<file path="src/rtl/i2c_slave_pkg.sv">
// Shared types and constants for the I2C target controller.
package i2c_slave_pkg;

  localparam int unsigned I2C_ADDR_W = 7;
  localparam logic        ACK        = 1'b0;
  localparam logic        NACK       = 1'b1;
  localparam logic [7:0]  FILL_BYTE  = 8'hFF;

  typedef enum logic [2:0] {
    ST_IDLE,
    ST_ADDR,
    ST_ADDR_ACK,
    ST_WR_DATA,
    ST_WR_ACK,
    ST_RD_DATA,
    ST_RD_ACK,
    ST_WAIT_STOP
  } state_t;

endpackage

</file>
<file path="src/rtl/i2c_slave_ctrl_sync.sv">
// SCL/SDA synchronizer with registered edge, START and STOP detection.
module i2c_bus_sync #(
  parameter int unsigned SYNC_STAGES = 2
) (
  input  logic clk,
  input  logic rst,
  input  logic scl_i,
  input  logic sda_i,
  output logic scl_rise,
  output logic scl_fall,
  output logic start_det,
  output logic stop_det,
  output logic sda_sync
);

  logic [SYNC_STAGES-1:0] r_scl_sync;
  logic [SYNC_STAGES-1:0] r_sda_sync;
  logic r_scl_d, r_sda_d;
  logic r_scl_rise, r_scl_fall, r_start_det, r_stop_det;
  logic w_scl, w_sda;

  assign w_scl = r_scl_sync[SYNC_STAGES-1];
  assign w_sda = r_sda_sync[SYNC_STAGES-1];

  // Idle bus is high, so reset the chain high to avoid a phantom edge.
  always_ff @(posedge clk or posedge rst) begin
    if (rst) begin
      r_scl_sync  <= '1;
      r_sda_sync  <= '1;
      r_scl_d     <= 1'b1;
      r_sda_d     <= 1'b1;
      r_scl_rise  <= 1'b0;
      r_scl_fall  <= 1'b0;
      r_start_det <= 1'b0;
      r_stop_det  <= 1'b0;
    end else begin
      r_scl_sync  <= {r_scl_sync[SYNC_STAGES-2:0], scl_i};
      r_sda_sync  <= {r_sda_sync[SYNC_STAGES-2:0], sda_i};
      r_scl_d     <= w_scl;
      r_sda_d     <= w_sda;
      r_scl_rise  <= w_scl & ~r_scl_d;
      r_scl_fall  <= ~w_scl & r_scl_d;
      r_start_det <= w_scl & r_scl_d & r_sda_d & ~w_sda;
      r_stop_det  <= w_scl & r_scl_d & ~r_sda_d & w_sda;
    end
  end

  assign scl_rise  = r_scl_rise;
  assign scl_fall  = r_scl_fall;
  assign start_det = r_start_det;
  assign stop_det  = r_stop_det;
  assign sda_sync  = r_sda_d;

endmodule

</file>
<file path="src/rtl/i2c_slave_ctrl.sv">
// I2C target controller: 7-bit address match, byte write delivery and byte read supply.
module i2c_slave_ctrl
  import i2c_slave_pkg::*;
#(
  parameter logic [I2C_ADDR_W-1:0] SLAVE_ADDR  = 7'h68,
  parameter int unsigned           SYNC_STAGES = 2
) (
  input  logic       pclk,
  input  logic       areset,
  input  logic       scl_i,
  input  logic       sda_i,
  output logic       sda_oe,
  output logic [7:0] rx_data,
  output logic       rx_valid,
  output logic       rx_first,
  input  logic [7:0] tx_data,
  input  logic       tx_valid,
  output logic       tx_ready,
  output logic       tx_underrun,
  output logic       busy
);

  logic w_scl_rise, w_scl_fall, w_start, w_stop, w_sda;

  i2c_bus_sync #(.SYNC_STAGES(SYNC_STAGES)) u_sync (
    .clk       (pclk),
    .rst       (areset),
    .scl_i     (scl_i),
    .sda_i     (sda_i),
    .scl_rise  (w_scl_rise),
    .scl_fall  (w_scl_fall),
    .start_det (w_start),
    .stop_det  (w_stop),
    .sda_sync  (w_sda)
  );

  state_t     r_state, w_state_nx;
  logic [7:0] r_shift, w_shift_nx;
  logic [2:0] r_cnt, w_cnt_nx;
  logic       r_rw, w_rw_nx;
  logic       r_first, w_first_nx;
  logic       r_sda_oe, w_oe_nx;
  logic       r_busy, w_busy_nx;
  logic [7:0] r_rx_data, w_rx_data_nx;
  logic       r_rx_valid, w_rx_valid_nx;
  logic       r_rx_first, w_rx_first_nx;
  logic       r_tx_ready, w_tx_ready_nx;
  logic       r_tx_underrun, w_tx_underrun_nx;
  logic       w_load;
  logic [7:0] w_byte;

  assign w_byte = {r_shift[6:0], w_sda};

  always_ff @(posedge pclk or posedge areset) begin
    if (areset) begin
      r_state       <= ST_IDLE;
      r_shift       <= '0;
      r_cnt         <= '0;
      r_rw          <= 1'b0;
      r_first       <= 1'b0;
      r_sda_oe      <= 1'b0;
      r_busy        <= 1'b0;
      r_rx_data     <= '0;
      r_rx_valid    <= 1'b0;
      r_rx_first    <= 1'b0;
      r_tx_ready    <= 1'b0;
      r_tx_underrun <= 1'b0;
    end else begin
      r_state       <= w_state_nx;
      r_shift       <= w_shift_nx;
      r_cnt         <= w_cnt_nx;
      r_rw          <= w_rw_nx;
      r_first       <= w_first_nx;
      r_sda_oe      <= w_oe_nx;
      r_busy        <= w_busy_nx;
      r_rx_data     <= w_rx_data_nx;
      r_rx_valid    <= w_rx_valid_nx;
      r_rx_first    <= w_rx_first_nx;
      r_tx_ready    <= w_tx_ready_nx;
      r_tx_underrun <= w_tx_underrun_nx;
    end
  end

  always_comb begin
    w_state_nx       = r_state;
    w_shift_nx       = r_shift;
    w_cnt_nx         = r_cnt;
    w_rw_nx          = r_rw;
    w_first_nx       = r_first;
    w_oe_nx          = r_sda_oe;
    w_busy_nx        = r_busy;
    w_rx_data_nx     = r_rx_data;
    w_rx_valid_nx    = 1'b0;
    w_rx_first_nx    = 1'b0;
    w_tx_ready_nx    = 1'b0;
    w_tx_underrun_nx = 1'b0;
    w_load           = 1'b0;

    if (w_stop) begin
      w_state_nx = ST_IDLE;
      w_oe_nx    = 1'b0;
      w_busy_nx  = 1'b0;
    end else if (w_start) begin
      w_state_nx = ST_ADDR;
      w_cnt_nx   = '0;
      w_oe_nx    = 1'b0;
    end else begin
      // ACK states use the current sda_oe to tell the driving fall from the releasing fall.
      unique case (r_state)
        ST_IDLE: ;
        ST_ADDR: if (w_scl_rise) begin
          w_shift_nx = w_byte;
          w_cnt_nx   = r_cnt + 3'd1;
          if (r_cnt == 3'd7) begin
            if (w_byte[7:1] == SLAVE_ADDR) begin
              w_state_nx = ST_ADDR_ACK;
              w_rw_nx    = w_byte[0];
              w_busy_nx  = 1'b1;
            end else begin
              w_state_nx = ST_WAIT_STOP;
            end
          end
        end
        ST_ADDR_ACK: if (w_scl_fall) begin
          if (!r_sda_oe) begin
            w_oe_nx = 1'b1;
          end else if (r_rw) begin
            w_load = 1'b1;
          end else begin
            w_oe_nx    = 1'b0;
            w_first_nx = 1'b1;
            w_state_nx = ST_WR_DATA;
          end
        end
        ST_WR_DATA: if (w_scl_rise) begin
          w_shift_nx = w_byte;
          w_cnt_nx   = r_cnt + 3'd1;
          if (r_cnt == 3'd7) begin
            w_rx_data_nx  = w_byte;
            w_rx_valid_nx = 1'b1;
            w_rx_first_nx = r_first;
            w_first_nx    = 1'b0;
            w_state_nx    = ST_WR_ACK;
          end
        end
        ST_WR_ACK: if (w_scl_fall) begin
          if (!r_sda_oe) begin
            w_oe_nx = ACK == 1'b0;
          end else begin
            w_oe_nx    = 1'b0;
            w_state_nx = ST_WR_DATA;
          end
        end
        ST_RD_DATA: begin
          if (w_scl_rise) begin
            w_cnt_nx = r_cnt + 3'd1;
          end else if (w_scl_fall) begin
            if (r_cnt == 3'd0) begin
              w_oe_nx    = 1'b0;
              w_state_nx = ST_RD_ACK;
            end else begin
              w_shift_nx = {r_shift[6:0], 1'b0};
              w_oe_nx    = ~r_shift[6];
            end
          end
        end
        ST_RD_ACK: begin
          if (w_scl_rise && w_sda == NACK) begin
            w_state_nx = ST_WAIT_STOP;
          end else if (w_scl_fall) begin
            w_load = 1'b1;
          end
        end
        ST_WAIT_STOP: ;
        default: w_state_nx = ST_IDLE;
      endcase

      if (w_load) begin
        if (tx_valid) begin
          w_shift_nx    = tx_data;
          w_tx_ready_nx = 1'b1;
        end else begin
          w_shift_nx       = FILL_BYTE;
          w_tx_underrun_nx = 1'b1;
        end
        w_oe_nx    = ~w_shift_nx[7];
        w_cnt_nx   = '0;
        w_state_nx = ST_RD_DATA;
      end
    end
  end

  assign sda_oe      = r_sda_oe & ~areset;
  assign rx_data     = r_rx_data;
  assign rx_valid    = r_rx_valid;
  assign rx_first    = r_rx_first;
  assign tx_ready    = r_tx_ready;
  assign tx_underrun = r_tx_underrun;
  assign busy        = r_busy;

endmodule

</file>
<file path="config.mk">
export PLATFORM = sky130hd
export DESIGN_NAME = i2c_slave_ctrl
export DESIGN_NICKNAME = d
export VERILOG_FILES = /design/src/rtl/i2c_slave_pkg.sv /design/src/rtl/i2c_slave_ctrl_sync.sv /design/src/rtl/i2c_slave_ctrl.sv
export SDC_FILE = /design/constraint.sdc
export NUM_CORES = 1
export LEC_CHECK = 0
export CAP_MARGIN = 0
export CORE_UTILIZATION = 35
export CTS_BUF_LIST = sky130_fd_sc_hd__clkbuf_4 sky130_fd_sc_hd__clkbuf_8 sky130_fd_sc_hd__clkbuf_16
export CTS_CLUSTER_DIAMETER = 120
export DETAILED_ROUTE_END_ITERATION = 16
export DONT_BUFFER_PORTS = 1
export SLEW_MARGIN = 20
export SYNTH_ARGS = -nofsm -noshare
export SYNTH_HDL_FRONTEND = slang
export SYNTH_HIERARCHICAL = 1
export SYNTH_SLANG_ARGS = --single-unit
</file>
<file path="constraint.sdc">
create_clock -name pclk -period 2.01 [get_ports pclk]
set_clock_uncertainty 0.05 [all_clocks]
set_input_delay 0.402 -clock pclk [delete_from_list [all_inputs] [get_ports pclk]]
set_output_delay 0.402 -clock pclk [all_outputs]
set_load 0.01 [all_outputs]
</file>
==> impl_results.md <==
- Status: complete, no violations
- #FFs+latches synth: 39
- Clock-pin slew on the worst setup and hold paths: 0.08 ns
- LEAKAGE: 1.08 nW
- Register Area: 983 sq um
- Synth top area share: 40.7%
- Largest net degree at the start of global routing: 30
- Row count: 27
- DR pass1 iterations: 4
- RR Startpoint: r_cnt[0]$_DFFE_PP0P_
- Worst VDD drop: 0.000436 V
- Initial antenna violation count: 0
- Multi-input gate area: 961 sq um
- Pre-CTS setup slack: 0.0691 ns
- Final #Nets: 207
- Slowest stage delay, CP: 0.38 ns
- Overflow after GRT: 0
- Via-to-Cell Ratio: 5.29
- Synth Instances: 181
- Buffers on Ports: 0
- Top-count cell post-synth: dfrtp_1
- Type of origin of the critical path: register
- I/O pins: 27
- Top post-synthesis cells by area: dfrtp_1, dfstp_2, mux2_4, mux2_2, inv_1
- CP max stage cell: dfrtp_1
- Share of cells above drive strength 1: 29.2%
- Worst slew margin: 70.8%
- DR vias: 1,397
- Routed WL: 4220 microns
- Cell area after layout: 0.00230 sq mm
- Fin. Hold Viols: 0
- CP bufs+invs: 2
- Syn avg cell area: 11.2 sq um
- Critical path fanouts, max: 7
- Final setup TNS: 0 ns
- Initial Util: 36.6%
- Post-synth EDFFs: 0
- Mapped cell area: 0.00203 sq mm
- Crit path from: r_cnt[0]$_DFFE_PP0P_
- Final setup viols: 0
- Library cells used by synthesis: 54
- Final HPWL DP: 3020 microns
- H-tree depth: 2
- Tcrit/Tclk final: 95.0%
- Fin crit period: 1.91 ns
- Hold_ws: 0.0148 ns
- CTS Buf Count: 5
- Die area: 0.00610 sq mm
- Slew at the pin with the worst max-slew slack: 0.437 ns
- DRC violations left: 0
- Root Buffer: clkbuf_8
- Ys Warns: 6
- Wire length per cell: 16.0 microns
- Fillcell total: 554
- Initial DRC count: 60
- Global-route wire length before repair: 7220 microns
- RSZ-0062 raised after global routing: no
- Critical path endpoint category: register
- CP Class: register to register
- Die H: 78.1 microns
- Final slew viol count: 0
- Syn nets: 197
- Required @ worst endpoint: 2.15 ns
- GP Congestion: 0.927
- TritonCTS clock tree: yes
- Critical path cell sequence: inv_1 > ha_1 > nor2b_1 > o31ai_4 > o221ai_4 > buf_12 > mux2_4
- Post-synth ARST share: 100%
- Number of diodes: 0
- Largest area contributor in the netlist: dfrtp_1
- Max Cap Viol: 0
- Post-layout util: 41.5%
- Core area: 0.00554 sq mm
- CP top delay family: flip-flops
- Part of the Yosys area used for sequential elements: 48.5%
- Total Routing Usage GR: 15.5%
- Most used DFF post-synth: dfrtp_1
- Synth top cells by count: dfrtp_1, inv_1, nor2_1, nand2_1
- Worst Hold Class: input pin to async pin
- Clock sink count: 39
- Clock Tree Buf Depth: 2
- Pwr per Cell Area: 1170 mW/mm^2
- ANT nets after route: 0
- Worst EP arrival: 2.04 ns
- Worst setup margin: 0.101 ns
- Vias in the first global route: 1,461
- Horiz. Die Dim: 78.1 microns
- Clk_lat worst skew: 0.30 ns
- Fmax: 524 MHz
- Synthesis-to-layout area growth: 13.3%
- Placement Cell Area: 0.00214 sq mm
[path summary, 6_finish.rpt]
path	slack, ns	end	depth (start not counted)
setup / recovery	0.10	r_shift[2]$_DFFE_PP0P_	7
hold / removal	0.01	r_cnt[0]$_DFFE_PP0P_	2
setup reg to reg	0.10	r_shift[2]$_DFFE_PP0P_	7
hold reg to reg	0.31	u_sync/r_scl_sync[1]$_DFF_PP1_	0
max in group asynchronous	1.15	u_sync/r_sda_sync[1]$_DFF_PP1_	2
min in group pclk	0.04	u_sync/r_sda_sync[0]$_DFF_PP1_	0
[repair_timing]
item                       CTS  global route
hold buffers                 1             0
hold endpoints to repair     4             0
buffers inserted             0             1
gates resized for setup      0             4
setup endpoints to repair    0             9
[routing by layer]
metal  vias to the layer above  global-route usage, %  share of wire [%]
met5                         -                      0                  0
met4                         0                   5.93                1.4
met3                         7                   3.95                4.9
met2                        29                   23.2                 45
met1                       698                   21.6                 48
li1                        663                      -                  -
[cell type report]
class	instances	area share, %
flip-flops and latches	39	42.8
well taps	72	3.92
clock inverters	3	1.91
clock buffers	5	3.00
inverters	14	2.29
multi-input cells	120	41.8
repair buffers	11	4.25
[kinds of logic (layout without fill, tap and decap cells)]
group / after synthesis / after routing / synth area share, %
multiplexers: 17 / 17 / 10.7
flip-flops: 39 / 39 / 48.5
adder cells (fa/ha/maj): 3 / 3 / 1.85
AND/OR/NAND/NOR: 62 / 62 / 18.6
buffers and inverters: 22 / 33 / 4.69
AO/OA/AOI/OAI: 38 / 38 / 15.7
[power by group]
group / switching, W / internal (W) / leakage [nW] / total (W)
Combinational: 0.000508 / 0.000481 / 0.543 / 0.000988
Sequential: 0.000134 / 0.000911 / 0.478 / 0.00104
Clock: 0.000285 / 0.000369 / 0.0581 / 0.000655
[state kept, by name (all words and copies together) (netlist names), 2 cells and up]
| signal | count |
|---|---|
| r_state | 3 |
| u_sync/r_sda_sync | 2 |
| u_sync/r_scl_sync | 2 |
| r_shift | 7 |
| r_cnt | 3 |
| rx_data | 8 |
[metrics by stage]
step / std cells / power, W
6_report: 264 / 0.00269
5_1_grt: 264 / 0.00286
3_5_place_dp: 254 / 0.00200
3_3_place_gp: 254 / 0.00198
2_1_floorplan: 181 / 0.00180
4_1_cts: 263 / 0.00266
[placed cells by master (no fill, tap or decap), types with 3 or more instances in the layout]
| cell type | synthesis | layout |
|---|---|---|
| a22o_1 | 3 | 3 |
| dfrtp_1 | 33 | 33 |
| mux2_4 | 7 | 7 |
| buf_4 | 1 | 9 |
| nand3_1 | 4 | 4 |
| ha_1 | 3 | 3 |
| clkbuf_8 | 0 | 5 |
| nor2b_1 | 8 | 7 |
| mux2_2 | 8 | 8 |
| a21oi_1 | 7 | 7 |
| inv_1 | 14 | 14 |
| a31oi_1 | 8 | 8 |
| dfstp_2 | 6 | 6 |
| nor2_1 | 14 | 13 |
| nand2_1 | 10 | 10 |
(Power assumes the default switching activity.)
